## config.mk

```make
export PLATFORM = sky130hd
export DESIGN_NAME = feature_frame_sequencer_flat
export DESIGN_NICKNAME = d
export VERILOG_FILES = /design/src/rtl/ffs_pkg.sv /design/src/rtl/feature_frame_sequencer_if.sv /design/src/rtl/feat_quant.sv /design/src/rtl/feature_frame_sequencer.sv /design/src/flat_wrapper.sv
export SDC_FILE = /design/constraint.sdc
export NUM_CORES = 1
export LEC_CHECK = 0
export CORE_MARGIN = 2
export CORE_UTILIZATION = 55
export CTS_BUF_LIST = sky130_fd_sc_hd__clkbuf_4 sky130_fd_sc_hd__clkbuf_8
export CTS_CLUSTER_DIAMETER = 80
export DETAILED_ROUTE_END_ITERATION = 12
export PLACE_DENSITY = 0.9
export SLEW_MARGIN = 20
export SYNTH_ARGS = -nofsm -noshare
export SYNTH_HDL_FRONTEND = slang
export SYNTH_SLANG_ARGS = --single-unit
```

## constraint.sdc

```tcl
create_clock -name clk -period 3.6 [get_ports clk]
set_clock_uncertainty 0.15 [all_clocks]
set_input_delay 0.9 -clock clk [delete_from_list [all_inputs] [get_ports clk]]
set_output_delay 0.9 -clock clk [all_outputs]
set_load 0.05 [all_outputs]
```

## src/rtl/ffs_pkg.sv

```systemverilog
// ffs_pkg: shared types and constants for the feature frame sequencer.
// Holds the FSM state encoding, default parameter values and small
// helpers for slot indexing and channel-select width.
package ffs_pkg;

    typedef enum logic [2:0] {
        ST_IDLE,
        ST_SETTLE,
        ST_CONV,
        ST_WAIT,
        ST_DONE
    } state_t;

    localparam int DEF_N_FEAT      = 6;
    localparam int DEF_ADC_W       = 8;
    localparam int DEF_FEAT_W      = 4;
    localparam int DEF_SETTLE_CYC  = 2;
    localparam int DEF_TIMEOUT_CYC = 64;

    // LSB position of feature slot idx inside the packed frame.
    function automatic int slot_lsb(input int idx, input int feat_w);
        return idx * feat_w;
    endfunction

    // Width of the channel select; never narrower than one bit.
    function automatic int sel_width(input int n);
        return (n > 1) ? $clog2(n) : 1;
    endfunction

endpackage

```

## src/rtl/feature_frame_sequencer_if.sv

```systemverilog
// feature_frame_sequencer_if: ADC control bus plus frame handshake.
// master = sequencer side, slave = ADC / classifier / controller side.
interface feature_frame_sequencer_if #(
    parameter int N_FEAT = 6,
    parameter int ADC_W  = 8,
    parameter int FEAT_W = 4
) ();
    localparam int SEL_W = (N_FEAT > 1) ? $clog2(N_FEAT) : 1;

    logic                     start;
    logic [SEL_W-1:0]         adc_sel;
    logic                     adc_conv;
    logic                     adc_done;
    logic [ADC_W-1:0]         adc_data;
    logic [N_FEAT*FEAT_W-1:0] frame;
    logic                     frame_valid;
    logic                     frame_ready;
    logic                     busy;
    logic                     err;

    modport master (
        input  start, adc_done, adc_data, frame_ready,
        output adc_sel, adc_conv, frame, frame_valid, busy, err
    );

    modport slave (
        output start, adc_done, adc_data, frame_ready,
        input  adc_sel, adc_conv, frame, frame_valid, busy, err
    );
endinterface

```

## src/rtl/feat_quant.sv

```systemverilog
// feat_quant: combinational ADC_W -> FEAT_W feature quantizer.
// Default: truncation to the top FEAT_W bits.
// Define FEAT_ROUND_EN for round-to-nearest with saturation at the
// maximum code; the rounding sum is ADC_W+1 bits so it cannot wrap.
module feat_quant #(
    parameter int ADC_W  = 8,
    parameter int FEAT_W = 4
) (
    input  logic [ADC_W-1:0]  adc_data,
    output logic [FEAT_W-1:0] feat
);
    localparam int SHIFT = ADC_W - FEAT_W;

`ifdef FEAT_ROUND_EN
    localparam logic [ADC_W:0] HALF    = (ADC_W+1)'(1) << (SHIFT - 1);
    localparam logic [ADC_W:0] MAX_VAL = (ADC_W+1)'((1 << FEAT_W) - 1);

    logic [ADC_W:0] sum_ext;
    logic [ADC_W:0] shifted;

    // Add half an output LSB, drop the fraction, clamp to the top code.
    always_comb begin
        sum_ext = {1'b0, adc_data} + HALF;
        shifted = sum_ext >> SHIFT;
        feat    = (shifted > MAX_VAL) ? '1 : shifted[FEAT_W-1:0];
    end
`else
    // Low bits are discarded by truncation.
    logic unused_lsbs;
    assign unused_lsbs = ^adc_data[SHIFT-1:0];

    assign feat = adc_data[ADC_W-1 -: FEAT_W];
`endif

endmodule

```

## src/rtl/feature_frame_sequencer.sv

```systemverilog
// feature_frame_sequencer: scans N_FEAT channels through a shared ADC,
// quantizes each result and publishes a stable, valid-qualified frame.
// Optional rounding quantizer: define FEAT_ROUND_EN (see feat_quant).
module feature_frame_sequencer
    import ffs_pkg::*;
#(
    parameter int N_FEAT      = DEF_N_FEAT,
    parameter int ADC_W       = DEF_ADC_W,
    parameter int FEAT_W      = DEF_FEAT_W,
    parameter int SETTLE_CYC  = DEF_SETTLE_CYC,
    parameter int TIMEOUT_CYC = DEF_TIMEOUT_CYC
) (
    input logic clk,
    input logic rst,
    feature_frame_sequencer_if.master bus
);
    localparam int     SEL_W    = sel_width(N_FEAT);
    localparam int     FRAME_W  = N_FEAT * FEAT_W;
    localparam int     CNT_MAX  = (TIMEOUT_CYC > SETTLE_CYC) ? TIMEOUT_CYC : SETTLE_CYC;
    localparam int     CNT_W    = $clog2(CNT_MAX + 1);
    localparam state_t FIRST_ST = (SETTLE_CYC == 0) ? ST_CONV : ST_SETTLE;

    state_t             state_q,       state_d;
    logic [SEL_W-1:0]   ch_q,          ch_d;
    logic [CNT_W-1:0]   cnt_q,         cnt_d;
    logic [FRAME_W-1:0] shadow_q,      shadow_d;
    logic [FRAME_W-1:0] frame_q,       frame_d;
    logic               err_q,         err_d;
    logic               adc_conv_q,    adc_conv_d;
    logic               frame_valid_q, frame_valid_d;
    logic               busy_q,        busy_d;

    logic [FEAT_W-1:0]  q_feat;
    logic [FEAT_W-1:0]  slot_val;
    logic               launch;
    logic               timed_out;

    feat_quant #(
        .ADC_W  (ADC_W),
        .FEAT_W (FEAT_W)
    ) u_quant (
        .adc_data (bus.adc_data),
        .feat     (q_feat)
    );

    // Next-state, slot write and registered-output computation.
    always_comb begin
        // NOTE: every variable gets a default here so no path infers a latch.
        state_d   = state_q;
        ch_d      = ch_q;
        cnt_d     = cnt_q;
        shadow_d  = shadow_q;
        frame_d   = frame_q;
        err_d     = err_q;
        slot_val  = '0;
        launch    = 1'b0;
        timed_out = (cnt_q == CNT_W'(TIMEOUT_CYC - 1));

        unique case (state_q)
            ST_IDLE: begin
                if (bus.start) launch = 1'b1;
            end
            ST_SETTLE: begin
                if (cnt_q == CNT_W'(SETTLE_CYC - 1)) begin
                    state_d = ST_CONV;
                    cnt_d   = '0;
                end else begin
                    cnt_d = cnt_q + CNT_W'(1);
                end
            end
            ST_CONV: begin
                state_d = ST_WAIT;
                cnt_d   = '0;
            end
            ST_WAIT: begin
                if (bus.adc_done || timed_out) begin
                    // Data on the timeout cycle still wins over the timeout.
                    slot_val = bus.adc_done ? q_feat : '0;
                    if (!bus.adc_done) err_d = 1'b1;
                    shadow_d[slot_lsb(int'(ch_q), FEAT_W) +: FEAT_W] = slot_val;
                    cnt_d = '0;
                    if (ch_q == SEL_W'(N_FEAT - 1)) begin
                        state_d = ST_DONE;
                        frame_d = shadow_d;
                    end else begin
                        ch_d    = ch_q + SEL_W'(1);
                        state_d = FIRST_ST;
                    end
                end else begin
                    cnt_d = cnt_q + CNT_W'(1);
                end
            end
            ST_DONE: begin
                if (bus.frame_ready) begin
                    if (bus.start) launch  = 1'b1;
                    else           state_d = ST_IDLE;
                end
            end
            default: state_d = ST_IDLE;
        endcase

        if (launch) begin
            state_d  = FIRST_ST;
            ch_d     = '0;
            cnt_d    = '0;
            shadow_d = '0;
            err_d    = 1'b0;
        end

        adc_conv_d    = (state_d == ST_CONV);
        frame_valid_d = (state_d == ST_DONE);
        busy_d        = (state_d != ST_IDLE);
    end

    // State and output registers with asynchronous active-high reset.
    always_ff @(posedge clk or posedge rst) begin
        if (rst) begin
            state_q       <= ST_IDLE;
            ch_q          <= '0;
            cnt_q         <= '0;
            // NOTE: the shadow buffer is small flop storage, so it is reset
            // too; a reset mid-acquisition then leaves no stale features.
            shadow_q      <= '0;
            frame_q       <= '0;
            err_q         <= 1'b0;
            adc_conv_q    <= 1'b0;
            frame_valid_q <= 1'b0;
            busy_q        <= 1'b0;
        end else begin
            // NOTE: non-blocking so all registers update from pre-edge values.
            state_q       <= state_d;
            ch_q          <= ch_d;
            cnt_q         <= cnt_d;
            shadow_q      <= shadow_d;
            frame_q       <= frame_d;
            err_q         <= err_d;
            adc_conv_q    <= adc_conv_d;
            frame_valid_q <= frame_valid_d;
            busy_q        <= busy_d;
        end
    end

    assign bus.adc_sel     = ch_q;
    assign bus.adc_conv    = adc_conv_q;
    assign bus.frame       = frame_q;
    assign bus.frame_valid = frame_valid_q;
    assign bus.busy        = busy_q;
    assign bus.err         = err_q;

endmodule

```

## src/flat_wrapper.sv

```systemverilog
// flat-port wrapper written by rule: the top's interface ports become plain ports
module feature_frame_sequencer_flat import ffs_pkg::*;
#(
    parameter int N_FEAT      = DEF_N_FEAT,
    parameter int ADC_W       = DEF_ADC_W,
    parameter int FEAT_W      = DEF_FEAT_W,
    parameter int SETTLE_CYC  = DEF_SETTLE_CYC,
    parameter int TIMEOUT_CYC = DEF_TIMEOUT_CYC
)
  (clk, rst, bus_start, bus_adc_done, bus_adc_data, bus_frame_ready, bus_adc_sel, bus_adc_conv, bus_frame, bus_frame_valid, bus_busy, bus_err);
  feature_frame_sequencer_if #(.N_FEAT(N_FEAT), .ADC_W(ADC_W), .FEAT_W(FEAT_W)) bus_i ();
  input logic clk;
  input logic rst;
  input wire logic [$bits(bus_i.start)-1:0] bus_start;
  input wire logic [$bits(bus_i.adc_done)-1:0] bus_adc_done;
  input wire logic [$bits(bus_i.adc_data)-1:0] bus_adc_data;
  input wire logic [$bits(bus_i.frame_ready)-1:0] bus_frame_ready;
  output wire logic [$bits(bus_i.adc_sel)-1:0] bus_adc_sel;
  output wire logic [$bits(bus_i.adc_conv)-1:0] bus_adc_conv;
  output wire logic [$bits(bus_i.frame)-1:0] bus_frame;
  output wire logic [$bits(bus_i.frame_valid)-1:0] bus_frame_valid;
  output wire logic [$bits(bus_i.busy)-1:0] bus_busy;
  output wire logic [$bits(bus_i.err)-1:0] bus_err;
  assign bus_i.start = bus_start;
  assign bus_i.adc_done = bus_adc_done;
  assign bus_i.adc_data = bus_adc_data;
  assign bus_i.frame_ready = bus_frame_ready;
  assign bus_adc_sel = bus_i.adc_sel;
  assign bus_adc_conv = bus_i.adc_conv;
  assign bus_frame = bus_i.frame;
  assign bus_frame_valid = bus_i.frame_valid;
  assign bus_busy = bus_i.busy;
  assign bus_err = bus_i.err;
  feature_frame_sequencer #(.N_FEAT(N_FEAT), .ADC_W(ADC_W), .FEAT_W(FEAT_W), .SETTLE_CYC(SETTLE_CYC), .TIMEOUT_CYC(TIMEOUT_CYC)) u_core (.clk(clk), .rst(rst), .bus(bus_i));
endmodule
```

==> reports/qor.yml <==
io_pins: 44
grt_setup_unrepaired: "false"
r2r-start: "u_core.bus.adc_sel[0]"
yosysWarnings: 0
min_period_ns: 3.06
synthTopCellsByArea: "dfrtp_1 (46%), mux2_4 (7.7%), o21ai_0 (4.0%)"
synth_area_per_cell_sq_um: 10.4
synth_top_cells_by_count: "dfrtp_1 (65), nand2_1 (37), o21ai_0 (28)"
async_flop_share: 1.00
hold_path.class: "flop to flop"
grt_first_pass_wirelength_mm: 13.1
power_leakage_nw: 1.94
first_pass_iters: 4
syn-num-nets: 356
grt_start_max_net_pins: 66
wl_per_cell_um: 16.7
area_growth_pct: 17.1
gp_congestion: 0.903
post-place-ws_ns: 0.660
startpoint: "u_core.bus.adc_sel[0]"
vdd_drop_max_mv: 0.433
hold_viol: 0
drt_wl_total_mm: 7.55
cts_resized: 0
diodes: 0
fin_crit_sh: 0.851
synth_seq_cells: 65
grt_overflow: 0
rows: 29
synth_cells: 337
crit_path_start_kind: "flop"
register_area_sq_um: 1630
route.detailed.drc: 0
crit_arrival_ns: 3.14
viasPerCell: 6.03
maxSlewViolCount: 0
crit_required_ns: 3.68
dp_cells: 437
core_area_sq_um: 6240
hpwl_mm: 5.17
die_y_um: 83.8
worstPathMaxFanout: 13
antenna_found_initial: 0
setup_viol: 0
clock_latency_ns: 0.34
power_mw: 2.84
synth_most_common_cell: "dfrtp_1"
p_per_area_nw_per_um2: 691
initial_utilization: 0.562
ant_nets: 0
final_area_sq_um: 4100
fmax_ghz: 0.326
setup_tns_ns: 0
hold_buffers: 0
outcome: "completed"
slew_headroom: 0.533
numCtsBuffers: 9
fillCellCount: 481
cts_tree: "built"
synth_edf_count: 0
multi_input_area_sq_um: 1720
postCtsSetupBuffers: 0
clk_path_buf_depth: 2
grtUsageTotal: 0.233
yosysUniqueCellTypes: 51
ys.flop_type: "dfrtp_1"
stdcell_count: 451
synth_area_leader_cell: "dfrtp_1"
die_w_um: 83.8
synth.top_cell.area_share: 0.464
die_area_sq_um: 7030
ys_seq_area_frac: 0.464
vias: 2721
cts.clk_slew.worst_paths_ns: 0.07
place_area_sq_um: 3940
final_nets: 390
clockRootBuffer: "clkbuf_8"
drt_iter0_drc: 226
syn-cell-area_sq_um: 3510
drv_cap: 0
end_kind: "flop"
worstMarginPinSlew_ns: 0.698
setup_ws_ns: 0.537
place.port_buffers: 39
critPathKind: "flop to flop"
h-tree-depth: 3
hold_path.startpoint: "u_core.shadow_q[9]"
cts_sinks: 65
drive_above_1_share: 0.147
grt_pass1_vias: 2720
[logic make-up (layout without fill, tap and decap cells)]
group	count (synthesis)	after routing	share of synthesized area
AO/OA/AOI/OAI	78	78	0.154
XOR/XNOR	3	3	0.00750
adder cells (fa/ha/maj)	6	6	0.0214
buffers and inverters	35	72	0.0468
flip-flops	65	65	0.464
multiplexers	31	31	0.117
AND/OR/NAND/NOR	119	119	0.190
[flip-flops by register name, summed over array words and instances, names as in the netlist]
register and flops:
u_core.bus.err 1, u_core.bus.adc_sel 3, u_core.bus.adc_conv 1, u_core.state_q 3
u_core.shadow_q 24, u_core.bus.busy 1, u_core.cnt_q 7, u_core.bus.frame_valid 1
u_core.bus.frame 24
[final cells by class]
class                      instances  share of cell area
inverter                          13              0.0119
tap                               77              0.0235
clock inverter                     3             0.00427
multi-input combinational        237               0.418
timing repair buffer              45               0.109
clock buffer                      11              0.0369
sequential                        65               0.396
[cells in the final DEF (no fill, tap or decap), types with 6 or more instances in the layout]
cell	synthesis	final
a211oi_1	7	7
and2_1	6	6
mux2_2	8	8
a211o_1	14	14
dfrtp_1	65	65
mux2_4	18	18
inv_1	13	12
a21o_1	7	7
nor3_1	16	16
o21ai_0	28	28
nand3_1	14	14
clkdlybuf4s50_1	0	39
ha_1	6	6
nand2_1	37	37
nor4_1	13	13
clkbuf_8	0	11
[metal layers]
| layer | routed length, um | vias up | global-route usage |
|---|---|---|---|
| li1 | - | 1307 | - |
| met4 | 185 | 0 | 0.107 |
| met1 | 3250 | 1325 | 0.305 |
| met2 | 3830 | 71 | 0.383 |
| met5 | 0 | - | 0 |
| met3 | 291 | 18 | 0.0376 |
[path summary, 6_finish.rpt]
check	end	slack, ns	cells after the start
max in group asynchronous	u_core.bus.adc_sel[1]	2.22	3
worst min-delay path	u_core.shadow_q[9]	0.33	1
worst min register to register	u_core.shadow_q[9]	0.33	1
worst max-delay path	u_core.shadow_q[17]	0.54	7
min in group asynchronous	u_core.state_q[1]	0.79	3
worst max register to register	u_core.shadow_q[17]	0.54	7
[stage by stage]
stage	hold slack (ns)	util
after floorplan	0.293	-
after global placement	0.304	0.631
after detailed placement	0.315	0.631
after CTS	0.330	0.658
after global routing	0.353	0.658
final	0.327	0.658
[critical path, stage by stage, from the launching register on]
cell	delay, ns
dfrtp_1	0.61
inv_1	0.12
ha_1	0.22
ha_1	0.41
o21ai_0	0.29
nor3_2	0.58
a31oi_1	0.27
a22o_1	0.30
[power by group]
| group | switching [mW] | leakage, nW | total (mW) | internal (mW) |
|---|---|---|---|---|
| logic | 0.801 | 1.01 | 1.26 | 0.462 |
| registers | 0.154 | 0.842 | 1.03 | 0.875 |
| clock network | 0.268 | 0.0871 | 0.545 | 0.277 |
| total | 1.22 | 1.94 | 2.84 | 1.61 |
No activity file was read; power rests on OpenSTA's default activity.
